### src/rtl/axi_tb_pkg.sv
`default_nettype none
// ============================================================================
// Module   : axi_tb_pkg
// Brief    : Shared AXI burst encodings, sequencer state and 4 KB page size.
// Revision : 1.0
// ============================================================================
package axi_tb_pkg;

    localparam logic [1:0] AXI_BURST_FIXED = 2'b00;
    localparam logic [1:0] AXI_BURST_INCR  = 2'b01;
    localparam logic [1:0] AXI_BURST_WRAP  = 2'b10;

    localparam int unsigned AXI_4KB_BOUNDARY = 4096;

    typedef enum logic {
        SEQ_IDLE  = 1'b0,
        SEQ_BURST = 1'b1
    } seq_state_e;

    // Wrapping bursts must span 2, 4, 8 or 16 beats.
    function automatic logic wrap_len_legal(input logic [7:0] len);
        return (len == 8'd1) || (len == 8'd3) || (len == 8'd7) || (len == 8'd15);
    endfunction

endpackage
`default_nettype wire

### src/rtl/axi_next_addr.sv
`default_nettype none
// ============================================================================
// Module   : axi_next_addr
// Brief    : Combinational next-beat address for FIXED/INCR/WRAP bursts.
// Revision : 1.0
// ============================================================================
module axi_next_addr
    import axi_tb_pkg::*;
#(
    parameter int ADDR_BITWIDTH = 32
) (
    input  logic [ADDR_BITWIDTH-1:0] i_addr,
    input  logic [2:0]               i_size,
    input  logic [7:0]               i_len,
    input  logic [1:0]               i_burst,
    input  logic [ADDR_BITWIDTH-1:0] i_wrap_base,
    output logic [ADDR_BITWIDTH-1:0] o_next_addr
);

    localparam logic [ADDR_BITWIDTH-1:0] c_one = ADDR_BITWIDTH'(1);

    logic [ADDR_BITWIDTH-1:0] w_bytes;
    logic [ADDR_BITWIDTH-1:0] w_aligned;
    logic [ADDR_BITWIDTH-1:0] w_incr;
    logic [ADDR_BITWIDTH-1:0] w_span;
    logic [ADDR_BITWIDTH-1:0] w_wrap_end;

    assign w_bytes    = c_one << i_size;
    assign w_aligned  = i_addr & ~(w_bytes - c_one);
    assign w_incr     = w_aligned + w_bytes;
    assign w_span     = w_bytes * ADDR_BITWIDTH'({1'b0, i_len} + 9'd1);
    assign w_wrap_end = i_wrap_base + w_span;

    // Reserved encoding falls through to INCR behaviour.
    always_comb begin
        o_next_addr = w_incr;
        if (i_burst == AXI_BURST_FIXED) begin
            o_next_addr = i_addr;
        end else if (i_burst == AXI_BURST_WRAP) begin
            o_next_addr = (w_incr == w_wrap_end) ? i_wrap_base : w_incr;
        end
    end

endmodule
`default_nettype wire

### src/rtl/axi_burst_sequencer.sv
`default_nettype none
// ============================================================================
// Module   : axi_burst_sequencer
// Brief    : Pops AXI address commands and walks each burst beat by beat.
//            Optional protocol checking: AXI_BURST_SEQ_PROTOCOL_CHECK_EN.
// Revision : 1.0
// ============================================================================
module axi_burst_sequencer
    import axi_tb_pkg::*;
#(
    parameter int ADDR_BITWIDTH = 32,
    parameter int ID_BITWIDTH   = 1
) (
    input  logic                     clk,
    input  logic                     reset,
    input  logic                     cmd_empty,
    output logic                     cmd_read,
    input  logic [ADDR_BITWIDTH-1:0] cmd_addr,
    input  logic [ID_BITWIDTH-1:0]   cmd_id,
    input  logic [7:0]               cmd_len,
    input  logic [2:0]               cmd_size,
    input  logic [1:0]               cmd_burst,
    output logic                     beat_valid,
    input  logic                     beat_ready,
    output logic [ADDR_BITWIDTH-1:0] beat_addr,
    output logic [ID_BITWIDTH-1:0]   beat_id,
    output logic [7:0]               beat_idx,
    output logic                     beat_last,
    output logic                     busy,
    output logic                     prot_err
);

    localparam logic [ADDR_BITWIDTH-1:0] c_one = ADDR_BITWIDTH'(1);

    seq_state_e               r_state;
    seq_state_e               w_next_state;
    logic                     w_pop;
    logic [ADDR_BITWIDTH-1:0] r_addr;
    logic [ID_BITWIDTH-1:0]   r_id;
    logic [7:0]               r_idx;
    logic [7:0]               r_len;
    logic [2:0]               r_size;
    logic [1:0]               r_burst;
    logic [ADDR_BITWIDTH-1:0] r_wrap_base;
    logic [ADDR_BITWIDTH-1:0] w_next_addr;
    logic                     w_is_last;
    logic                     w_handshake;
    logic [ADDR_BITWIDTH-1:0] w_cap_bytes;
    logic [ADDR_BITWIDTH-1:0] w_cap_span;
    logic [ADDR_BITWIDTH-1:0] w_cap_base;

    assign w_is_last   = (r_idx == r_len);
    assign w_handshake = (r_state == SEQ_BURST) && beat_ready;

    assign w_cap_bytes = c_one << cmd_size;
    assign w_cap_span  = w_cap_bytes * ADDR_BITWIDTH'({1'b0, cmd_len} + 9'd1);
    assign w_cap_base  = cmd_addr & ~(w_cap_span - c_one);

    always_ff @(posedge clk) begin
        if (reset) begin
            r_state <= SEQ_IDLE;
        end else begin
            r_state <= w_next_state;
        end
    end

    // A pop on the last handshake chains the next burst with no idle cycle.
    always_comb begin
        w_next_state = r_state;
        w_pop        = 1'b0;
        if (r_state == SEQ_IDLE) begin
            if (!cmd_empty) begin
                w_pop        = 1'b1;
                w_next_state = SEQ_BURST;
            end
        end else if (w_handshake && w_is_last) begin
            if (!cmd_empty) begin
                w_pop = 1'b1;
            end else begin
                w_next_state = SEQ_IDLE;
            end
        end
        if (reset) begin
            w_pop = 1'b0;
        end
    end

    always_ff @(posedge clk) begin
        if (reset) begin
            r_addr      <= '0;
            r_id        <= '0;
            r_idx       <= '0;
            r_len       <= '0;
            r_size      <= '0;
            r_burst     <= '0;
            r_wrap_base <= '0;
        end else if (w_pop) begin
            r_addr      <= cmd_addr;
            r_id        <= cmd_id;
            r_idx       <= '0;
            r_len       <= cmd_len;
            r_size      <= cmd_size;
            r_burst     <= cmd_burst;
            r_wrap_base <= w_cap_base;
        end else if (w_handshake && !w_is_last) begin
            r_idx  <= r_idx + 8'd1;
            r_addr <= w_next_addr;
        end
    end

    axi_next_addr #(
        .ADDR_BITWIDTH (ADDR_BITWIDTH)
    ) u_next_addr (
        .i_addr      (r_addr),
        .i_size      (r_size),
        .i_len       (r_len),
        .i_burst     (r_burst),
        .i_wrap_base (r_wrap_base),
        .o_next_addr (w_next_addr)
    );

`ifdef AXI_BURST_SEQ_PROTOCOL_CHECK_EN
    localparam logic [ADDR_BITWIDTH-1:0] c_page_mask =
        ~(ADDR_BITWIDTH'(AXI_4KB_BOUNDARY) - c_one);

    logic [ADDR_BITWIDTH-1:0] w_last_byte;
    logic                     w_cross_4k;
    logic                     w_wrap_bad;
    logic                     w_violation;
    logic                     r_prot_err;

    assign w_last_byte = cmd_addr + w_cap_span - c_one;
    assign w_cross_4k  = (cmd_addr & c_page_mask) != (w_last_byte & c_page_mask);
    assign w_wrap_bad  = !wrap_len_legal(cmd_len) || (|(cmd_addr & (w_cap_bytes - c_one)));
    assign w_violation = (cmd_burst == 2'b11)
                       || ((cmd_burst == AXI_BURST_WRAP) && w_wrap_bad)
                       || ((cmd_burst == AXI_BURST_INCR) && w_cross_4k);

    always_ff @(posedge clk) begin
        if (reset) begin
            r_prot_err <= 1'b0;
        end else if (w_pop && w_violation) begin
            r_prot_err <= 1'b1;
        end
    end

    assign prot_err = r_prot_err;
`else
    assign prot_err = 1'b0;
`endif

    assign cmd_read   = w_pop;
    assign busy       = (r_state == SEQ_BURST);
    assign beat_valid = busy;
    assign beat_addr  = r_addr;
    assign beat_id    = r_id;
    assign beat_idx   = r_idx;
    assign beat_last  = busy && w_is_last;

endmodule
`default_nettype wire

### config.mk
export PLATFORM = sky130hd
export DESIGN_NAME = axi_burst_sequencer
export DESIGN_NICKNAME = d
export VERILOG_FILES = /design/src/rtl/axi_tb_pkg.sv /design/src/rtl/axi_next_addr.sv /design/src/rtl/axi_burst_sequencer.sv
export SDC_FILE = /design/constraint.sdc
export NUM_CORES = 1
export LEC_CHECK = 0
export ABC_AREA = 1
export ABC_CLOCK_PERIOD_IN_PS = 9500
export BUFFER_PORTS_ARGS = -buffer_cell sky130_fd_sc_hd__buf_2
export CORE_MARGIN = 2
export CORE_UTILIZATION = 35
export CTS_BUF_LIST = sky130_fd_sc_hd__clkbuf_16
export DETAILED_ROUTE_END_ITERATION = 12
export HOLD_SLACK_MARGIN = 0.02
export PLACE_DENSITY = 0.56
export SKIP_CTS_REPAIR_TIMING = 1
export SLEW_MARGIN = 30
export SYNTH_ARGS = -nofsm -noshare
export SYNTH_HDL_FRONTEND = slang
export SYNTH_SLANG_ARGS = --single-unit
### constraint.sdc
create_clock -name clk -period 9.5 [get_ports clk]
set_input_delay 1.9 -clock clk [delete_from_list [all_inputs] [get_ports clk]]
set_output_delay 1.9 -clock clk [all_outputs]
set_load 0.02 [all_outputs]
==> results of run 1 <==
[path summary, 6_finish.rpt]
| check | end | slack (ps) | cells past startpoint |
|---|---|---|---|
| setup reg to reg | beat_addr[3] | 1610 | 34 |
| setup / recovery | beat_addr[3] | 1610 | 34 |
| hold reg to reg | beat_id | 480 | 2 |
| hold / removal | beat_id | 480 | 2 |
[kinds of logic (layout without fill, tap and decap cells)]
family                   Yosys count  count (layout)
buffers and inverters            438             512
flip-flops                        87              87
AO/OA/AOI/OAI                    232             232
AND/OR/NAND/NOR                  959             959
adder cells (fa/ha/maj)          222             222
XOR/XNOR                          57              57
other                              1               1
[layer usage]
layer / track usage, % / wire, um / vias up
met4: 4.82 / 671 / 0
met5: 0 / 0 / -
met3: 2.79 / 2580 / 38
met1: 33.5 / 21200 / 6283
li1: - / - / 6448
met2: 39.9 / 20800 / 410
[registers in the layout (all words and copies together), names as in the netlist]
| name | flops |
|---|---|
| beat_addr | 32 |
| r_wrap_base | 32 |
| beat_idx | 8 |
| r_len | 8 |
| r_size | 3 |
| r_burst | 2 |
| beat_id | 1 |
| beat_valid | 1 |
[layout make-up]
class | count | area (um2)
sequential | 87 | 1740
timing repair buffer | 104 | 546
tap | 468 | 586
fill | 4038 | 22400
clock buffer | 9 | 225
clock inverter | 7 | 96.3
inverter | 392 | 1470
multi-input combinational | 1471 | 9540
[placed cells by master (no fill, tap or decap), types with 16 or more instances in the layout]
master / n
sky130_fd_sc_hd__buf_2: 94
sky130_fd_sc_hd__ha_1: 120
sky130_fd_sc_hd__xnor2_1: 16
sky130_fd_sc_hd__o32ai_1: 20
sky130_fd_sc_hd__nand3_1: 178
sky130_fd_sc_hd__nor2_1: 168
sky130_fd_sc_hd__inv_1: 384
sky130_fd_sc_hd__xor2_1: 40
sky130_fd_sc_hd__nand4_1: 25
sky130_fd_sc_hd__dfxtp_1: 87
sky130_fd_sc_hd__nor3_1: 30
sky130_fd_sc_hd__a21oi_1: 85
sky130_fd_sc_hd__fa_1: 102
sky130_fd_sc_hd__nand2_1: 497
sky130_fd_sc_hd__o21ai_0: 97
[report_power, final]
| group | internal [mW] | switching, mW | total, mW |
|---|---|---|---|
| clock | 0.232 | 0.178 | 0.410 |
| sequential | 0.396 | 0.0437 | 0.439 |
| combinational | 0.254 | 0.507 | 0.761 |
[worst max-delay path: cells and delay by family (launching register included)]
| kind | cells | cell delay [ps] |
|---|---|---|
| adders and majority gates | 6 | 2860 |
| and+or+nand+nor | 17 | 2500 |
| AOI/OAI and AO/OA | 5 | 990 |
| buffers and inverters | 6 | 920 |
| DFF | 1 | 510 |
[cells in the mapped netlist (9+ instances only)]
cell type / number
sky130_fd_sc_hd__nand2_1: 499
sky130_fd_sc_hd__inv_1: 384
sky130_fd_sc_hd__nand3_1: 178
sky130_fd_sc_hd__nor2_1: 170
sky130_fd_sc_hd__ha_1: 120
sky130_fd_sc_hd__fa_1: 102
sky130_fd_sc_hd__o21ai_0: 97
sky130_fd_sc_hd__dfxtp_1: 87
sky130_fd_sc_hd__a21oi_1: 85
sky130_fd_sc_hd__xor2_1: 40
sky130_fd_sc_hd__nor3_1: 31
sky130_fd_sc_hd__clkbuf_1: 25
sky130_fd_sc_hd__nand4_1: 25
sky130_fd_sc_hd__o32ai_1: 20
sky130_fd_sc_hd__xnor2_1: 16
sky130_fd_sc_hd__nand3b_1: 14
sky130_fd_sc_hd__o22ai_1: 11
sky130_fd_sc_hd__nor4_1: 9
[metrics by stage]
| step | area [um2] | worst slack, ps | std cells | hold slack [ps] |
|---|---|---|---|---|
| CTS | 14200 | 1690 | 2538 | 479 |
| global placement | 13900 | 1130 | 2522 | 463 |
| finish | 14200 | 1610 | 2538 | 479 |
| floorplan | 13000 | 2250 | 1996 | 456 |
| detailed placement | 13900 | 1330 | 2522 | 466 |
| global route | 14200 | 877 | 2538 | 533 |
==> impl_metrics.toml, run 1 <==
[floorplan]
die_height_um = 197
die_w_um = 197
floorplan.io_pins = 96
placeableCoreArea_um2 = 36600
fp.dieArea_um2 = 38600
std_cell_rows = 70
starting_density_of_the_core_pct = 35.5

[cts]
tritoncts = "yes"
cts.clk_slew.worst_paths_ps = 80
clkSinkCount = 87
cts_root_buffer = "sky130_fd_sc_hd__clkbuf_16"
cts_buffer_depth = 2
clkLatencyLatePin_ps = 370
cts-buffers-inserted = 9
cts_htree_levels = 3

[synthesis]
main_combinational_cell_family_by_area_after_synthesis = "simple AND/OR/NAND/NOR gates"
syn_area_per_cell_um2 = 6.50
synth_compound_gate_area_share_pct = 10.0
synth_xor_area_share_pct = 3.95
area_contributors_post_synth = "sky130_fd_sc_hd__fa_1, sky130_fd_sc_hd__nand2_1, sky130_fd_sc_hd__dfxtp_1, sky130_fd_sc_hd__ha_1, sky130_fd_sc_hd__inv_1"
synth-main-ff-cell = "sky130_fd_sc_hd__dfxtp_1"
synth_cells = 1996
synth.mux.area_fraction_pct = 0
synth_enable_flop_cells = 0
synthesis.nets = 2268
synth_fa_ha_area_share_pct = 27.3
ys_async_sr_fraction_pct = 0
ys_seq_area_share_pct = 13.4
yosys.cell_types.count = 45
synth_area_um2 = 13000
yosys_register_bits = 87
synthSimpleGateAreaFrac_pct = 32.1
synth_area_leader_cell = "sky130_fd_sc_hd__fa_1"
yosysTopAreaCellShare_pct = 15.7
yosysWarningCount = 0

[timing]
highest_clock_frequency_the_design_can_meet_mhz = 127
setup_total_negative_slack_ps = 0
rsz0062_at_grt = "false"
min_period_over_period_pct = 83.0
finClkSkew_ps = 15.1
slew-limit-headroom_pct = 38.3
tightestPinTransition_ps = 925
setup-violations-final = 0
finalCriticalPeriod_ps = 7890
fin_hold_viols = 0
slew_violations = 0

[worst_setup_path]
path_class = "flip-flop to flip-flop"
crit_required_ps = 9800
reg2reg_from = "r_len[0]"
cpMostUsedCell = "sky130_fd_sc_hd__nand2_1"
cp-startpoint = "r_len[0]"
arrival_ps = 8180
critical_path.max_stage_delay_ps = 540
cp-end-kind = "flip-flop"
crit_fanout = 33
setup.worst_path.start_class = "flip-flop"
timing.critical_path.slowest_stage_cell = "sky130_fd_sc_hd__fa_1"

[detailed_routing]
drt_pass_1_iters = 8
detail-route-antenna-nets = 0
routed_wire_length_per_instance_um = 17.8
vias = 13200
route.final.wire_length_um = 45200
post-route-drc-count = 0
initialDrtViolationCount = 1063
route.detailed.vias_per_inst = 5.19

[outcome]
outcome = "finished clean"

[place]
numPortBuffers = 94
place.detailed.hpwl_um = 37600
finalWeightedCongestion = 0.925

[cells_and_area]
finalCoreUtilization_pct = 38.8
post_route_cells_drive_above_1_share_pct = 7.87
design.final.nets = 2337
area_growth_pct = 9.44
antenna-diode-count = 0

[global_routing]
grt_antenna_before_repair = 0
grt_use_total_pct = 23.9
grt_max_degree = 82
first_global_vias = 13000
grt_pass1_wl_um = 72000
overflow = 0

[power]
static-leakage-power_nw = 7.36
vdd_ir_drop_max_mv = 0.0706
p_per_area_nw_per_um2 = 113
power.total_mw = 1.61

[job]
max_capacitance_violation_count = 0

[min_path]
min-delay-start = "beat_id"
hold_class = "flip-flop to flip-flop"
No activity file was read; power rests on OpenSTA's default activity.
==> run 2, diff against run 1 <==
--- a/config.mk
+++ b/config.mk
@@ -6,14 +6,14 @@
 export NUM_CORES = 1
 export LEC_CHECK = 0
 export ABC_AREA = 1
-export ABC_CLOCK_PERIOD_IN_PS = 9500
+export ABC_CLOCK_PERIOD_IN_PS = 6900
 export BUFFER_PORTS_ARGS = -buffer_cell sky130_fd_sc_hd__buf_2
 export CORE_MARGIN = 2
 export CORE_UTILIZATION = 35
 export CTS_BUF_LIST = sky130_fd_sc_hd__clkbuf_16
 export DETAILED_ROUTE_END_ITERATION = 12
 export HOLD_SLACK_MARGIN = 0.02
-export PLACE_DENSITY = 0.56
+export PLACE_DENSITY = 0.58
 export SKIP_CTS_REPAIR_TIMING = 1
 export SLEW_MARGIN = 30
 export SYNTH_ARGS = -nofsm -noshare
==> constraint.sdc (replaced) <==
create_clock -name clk -period 6.9 [get_ports clk]
set_input_delay 1.38 -clock clk [delete_from_list [all_inputs] [get_ports clk]]
set_output_delay 1.38 -clock clk [all_outputs]
set_load 0.02 [all_outputs]
==> run 2 against run 1 <==
Sequential share of layout area decreased by 1.0 points. Hold slack improved by 9.4 ps. Sequential power increased by 36%. Core utilization increased by 3.6 points. Cell count increased by 3.9%. Flip-flop and latch count unchanged. Total power increased by 43%. Register-to-register slack got worse by 1300 ps. Routed wire length increased by 0.55%.
==> impl_metrics.toml, run 2 (synthesized netlist as in run 1, its figures left out) <==
[detailed_routing]
route.detailed.vias_per_inst = 5.10
detail-route-antenna-nets = 0
post-route-drc-count = 0
route.final.wire_length_um = 45400
vias = 13500
routed_wire_length_per_instance_um = 17.2
drt_pass_1_iters = 7
initialDrtViolationCount = 793

[timing]
slew-limit-headroom_pct = 35.0
setup_total_negative_slack_ps = 0
setup-violations-final = 0
final.setup.worst_slack_ps = 277
highest_clock_frequency_the_design_can_meet_mhz = 151
finalCriticalPeriod_ps = 6620
tightestPinTransition_ps = 972
fin_hold_viols = 0
min_period_over_period_pct = 96.0
finClkSkew_ps = 20.1
slew_violations = 0

[global_routing]
grt_max_degree = 81
grt_antenna_before_repair = 0
grt_pass1_wl_um = 71000
grt_use_total_pct = 23.6
first_global_vias = 13300
overflow = 0

[cells_and_area]
most_frequent_standard_cell_in_the_layout_excluding_fill_and_tap_cells = "sky130_fd_sc_hd__nand2_1"
layout_common_cells = "sky130_fd_sc_hd__nand2_1, sky130_fd_sc_hd__inv_1, sky130_fd_sc_hd__nand3_1, sky130_fd_sc_hd__nor2_1, sky130_fd_sc_hd__ha_1"
nFillCells = 3930
post_route_cells_drive_above_1_share_pct = 16.4
area_growth_pct = 19.6
design.final.nets = 2437
ff_latch_area_um2 = 1750
antenna-diode-count = 0
post_layout_instance_area_um2 = 15500
multi_input_area_um2 = 10000

[place]
finalWeightedCongestion = 0.936
numPortBuffers = 94
post_dp_cell_area_um2 = 14600
place.detailed.hpwl_um = 37800
dp_slack_ps = -196

[cts]
clkLatencyLatePin_ps = 380
cts-buffers-inserted = 9
cts_htree_levels = 3
clkSinkCount = 87
cts_root_buffer = "sky130_fd_sc_hd__clkbuf_16"
cts_buffer_depth = 2
cts.clk_slew.worst_paths_ps = 80
tritoncts = "yes"

[worst_setup_path]
critical_path_buf_inv_count = 7
ff2ff_setup_slack_ps = 280
timing.critical_path.slowest_stage_cell = "sky130_fd_sc_hd__fa_1"
crit_required_ps = 7200
cpMostUsedCell = "sky130_fd_sc_hd__nand2_1"
arrival_ps = 6920
critical_path.top_delay_family = "adder cells"
setup.worst_path.start_class = "flip-flop"
cp-end-kind = "flip-flop"
crit_fanout = 9
critical_path.max_stage_delay_ps = 540
path_class = "flip-flop to flip-flop"

[power]
p_per_area_nw_per_um2 = 148
vdd_ir_drop_max_mv = 0.108
static-leakage-power_nw = 8.01

[floorplan]
die_w_um = 197
std_cell_rows = 70
placeableCoreArea_um2 = 36600
starting_density_of_the_core_pct = 35.5
die_height_um = 197
fp.dieArea_um2 = 38600
floorplan.io_pins = 96

[outcome]
outcome = "finished clean"

[job]
max_capacitance_violation_count = 0

[min_path]
hold_class = "flip-flop to flip-flop"
run 2: cell count changes in the layout (fill, tap and decap cells not counted), sizes merged:
cell,before,now
bufinv,2,0
clkinvlp,0,1
clkbuf,9,11
buf,104,202
clkinv,6,5
inv,391,393
run 2: where the power goes:
group,switching [mW],internal [mW]
clock network,0.267,0.257
logic,0.735,0.442
registers,0.0529,0.545
run 2: routing by layer:
| metal | up-vias | GRT usage [%] | routed length (um) |
|---|---|---|---|
| li1 | 6644 | - | - |
| met4 | 0 | 6.29 | 1020 |
| met5 | - | 0 | 0 |
| met1 | 6361 | 31.4 | 20600 |
| met3 | 62 | 2.62 | 2350 |
| met2 | 397 | 40.6 | 21500 |
run 2: final cells by class:
| cell class | count | share of cell area, % |
|---|---|---|
| multi-input combinational | 1471 | 64.6 |
| inverter | 392 | 9.51 |
| sequential | 87 | 11.2 |
| clock buffer | 9 | 1.45 |
| tap | 468 | 3.77 |
| timing repair buffer | 204 | 8.95 |
| clock inverter | 7 | 0.484 |
run 2: per-stage QoR:
stage          utilization (%)  hold WS [ps]  cells  total power [mW]
2_1_floorplan                -           456   1996              1.33
3_3_place_gp              39.9           463   2617              1.70
3_5_place_dp              40.0           476   2617              1.70
4_1_cts                   40.8           490   2633              2.24
5_1_grt                   42.4           514   2638              2.47
6_report                  42.4           489   2638              2.30
run 2: worst paths after layout:
check / depth (start not counted) / startpoint / to
setup / recovery: 33 / r_len[0] / beat_addr[2]
hold / removal: 2 / beat_id / beat_id
setup reg to reg: 33 / r_len[0] / beat_addr[2]
hold reg to reg: 2 / beat_id / beat_id
run 2: worst reg2reg max path: cells and delay by family (launching register included):
family,cells,cell delay (ps)
buffers and inverters,7,890
DFF,1,340
AOI/OAI and AO/OA,2,400
and+or+nand+nor,16,1690
xor gates and xnor gates,1,260
adders and majority gates,7,3000
==> run 3, diff against run 2 <==
--- a/config.mk
+++ b/config.mk
@@ -9,11 +9,11 @@
 export ABC_CLOCK_PERIOD_IN_PS = 6900
 export BUFFER_PORTS_ARGS = -buffer_cell sky130_fd_sc_hd__buf_2
 export CORE_MARGIN = 2
-export CORE_UTILIZATION = 35
+export CORE_UTILIZATION = 45
 export CTS_BUF_LIST = sky130_fd_sc_hd__clkbuf_16
 export DETAILED_ROUTE_END_ITERATION = 12
 export HOLD_SLACK_MARGIN = 0.02
-export PLACE_DENSITY = 0.58
+export PLACE_DENSITY = 0.7
 export SKIP_CTS_REPAIR_TIMING = 1
 export SLEW_MARGIN = 30
 export SYNTH_ARGS = -nofsm -noshare
==> run 3 against run 2 <==
Sequential power is essentially flat. Cell count shrank 4.1%. Clock skew shrank 3.3 ps. Critical endpoint is now beat_addr[15].
==> impl_metrics.toml, run 3 (synthesized netlist as in run 1, its figures left out) <==
[floorplan]
floorplan.io_pins = 96
fp.dieArea_um2 = 30200
std_cell_rows = 62
placeableCoreArea_um2 = 28500
die_height_um = 174
starting_density_of_the_core_pct = 45.5
die_w_um = 174

[cells_and_area]
post_route_cells_drive_above_1_share_pct = 14.7
layout_common_cells = "sky130_fd_sc_hd__nand2_1, sky130_fd_sc_hd__inv_1, sky130_fd_sc_hd__nand3_1, sky130_fd_sc_hd__nor2_1, sky130_fd_sc_hd__ha_1"
post_layout_instance_area_um2 = 15100
nFillCells = 2965
design.final.nets = 2413
area_growth_pct = 16.4
most_frequent_standard_cell_in_the_layout_excluding_fill_and_tap_cells = "sky130_fd_sc_hd__nand2_1"
antenna-diode-count = 0

[min_path]
min-delay-start = "beat_id"
hold_class = "flip-flop to flip-flop"

[timing]
setup-violations-final = 0
slew_violations = 0
highest_clock_frequency_the_design_can_meet_mhz = 151
holdWs_ps = 479
finClkSkew_ps = 16.8
setup_total_negative_slack_ps = 0
slew-limit-headroom_pct = 37.7
fin_hold_viols = 0
final.setup.worst_slack_ps = 292
tightestPinTransition_ps = 934
finalCriticalPeriod_ps = 6610
min_period_over_period_pct = 95.8

[power]
pwr-share-clk_pct = 25.4
cellInternalPower_mw = 1.30
static-leakage-power_nw = 7.76
share_comb_of_total_power_pct = 49.0
p_per_area_nw_per_um2 = 154
vdd_ir_drop_max_mv = 0.123
power_switching_share_pct = 44.4
seqPwrFrac_pct = 25.6
switchingPower_mw = 1.04

[cts]
cts_root_buffer = "sky130_fd_sc_hd__clkbuf_16"
tritoncts = "yes"
cts-buffers-inserted = 9
clkSinkCount = 87
cts.clk_slew.worst_paths_ps = 80
cts_htree_levels = 3
cts_buffer_depth = 2
clkLatencyLatePin_ps = 370

[worst_setup_path]
cp-end-kind = "flip-flop"
cp-startpoint = "r_len[1]"
setup.worst_path.start_class = "flip-flop"
path_class = "flip-flop to flip-flop"
arrival_ps = 6870
timing.critical_path.slowest_stage_cell = "sky130_fd_sc_hd__fa_1"
crit_required_ps = 7160
critical_path.max_stage_delay_ps = 570
crit_fanout = 5
reg2reg_from = "r_len[1]"

[global_routing]
grt_pass1_wl_um = 68500
first_global_vias = 13400
overflow = 0
grt_antenna_before_repair = 1
grt_max_degree = 82
grt_use_total_pct = 28.5

[detailed_routing]
routed_wire_length_per_instance_um = 17.1
vias = 13500
drt_pass_1_iters = 7
post-route-drc-count = 0
route.detailed.vias_per_inst = 5.35
route.final.wire_length_um = 43100
initialDrtViolationCount = 1051
detail-route-antenna-nets = 0

[outcome]
outcome = "finished clean"

[job]
max_capacitance_violation_count = 0

[place]
dp_slack_ps = -138
finalWeightedCongestion = 0.987
numPortBuffers = 94
place.detailed.hpwl_um = 35600
post_dp_cell_area_um2 = 14300
[run 3: changes by cell type in the layout (fill, tap and decap cells not counted), moves of 4 or more]
cell and change:
sky130_fd_sc_hd__nor2_1 +4, sky130_fd_sc_hd__a21oi_1 +7, sky130_fd_sc_hd__a21oi_2 -8, sky130_fd_sc_hd__nand2_1 +7
sky130_fd_sc_hd__nand2_4 -4, sky130_fd_sc_hd__buf_4 -23, sky130_fd_sc_hd__nand3_1 +4
[run 3: path summary, 6_finish.rpt]
check                                endpoint  slack (ps)  depth (start not counted)
worst min-delay path                  beat_id         480                          2
worst max-delay path            beat_addr[15]         290                         32
worst min register to register        beat_id         480                          2
worst max register to register  beat_addr[15]         290                         32
[run 3: power groups by stage]
stage	Clock (mW)	Sequential, mW	Combinational (mW)
after floorplan	0	0.610	0.721
after global placement	0	0.607	1.07
after detailed placement	0	0.608	1.08
after CTS	0.595	0.596	1.10
after global routing	0.607	0.604	1.28
final	0.593	0.598	1.14
[run 3: per-layer routing]
metal	share of wire (%)	vias up	global-route usage, %	wire length (um)
met2	46	510	47.4	19900
met5	0.030	-	0	13
met4	2.9	2	8.37	1250
met3	7.6	92	4.74	3280
li1	-	6596	-	-
met1	43	6348	38.1	18700
[run 3: final cells by class]
class                           count  area (um2)  area share, %
Clock inverter                      7         115          0.762
Tap cell                          384         480           3.18
Sequential cell                    87        1750           11.5
Multi-Input combinational cell   1471        9900           65.5
Timing Repair Buffer              180        1170           7.76
Inverter                          392        1470           9.74
Clock buffer                        9         225           1.49
[run 3: through the flow]
| stage | power (mW) | util (%) | std cells |
|---|---|---|---|
| after global placement | 1.68 | 50.1 | 2507 |
| after CTS | 2.29 | 51.4 | 2523 |
| final | 2.33 | 52.9 | 2530 |
| after detailed placement | 1.69 | 50.2 | 2507 |
| after global routing | 2.50 | 52.9 | 2530 |
| after floorplan | 1.33 | - | 1996 |
[run 3: worst max-delay path, delay by kind of cell, from the launching register on]
| family | cells | cell delay (ps) |
|---|---|---|
| buffers and inverters | 6 | 670 |
| AOI/OAI and AO/OA | 2 | 170 |
| xor gates and xnor gates | 1 | 210 |
| DFF | 1 | 330 |
| adders and majority gates | 7 | 3070 |
| and+or+nand+nor | 16 | 2030 |
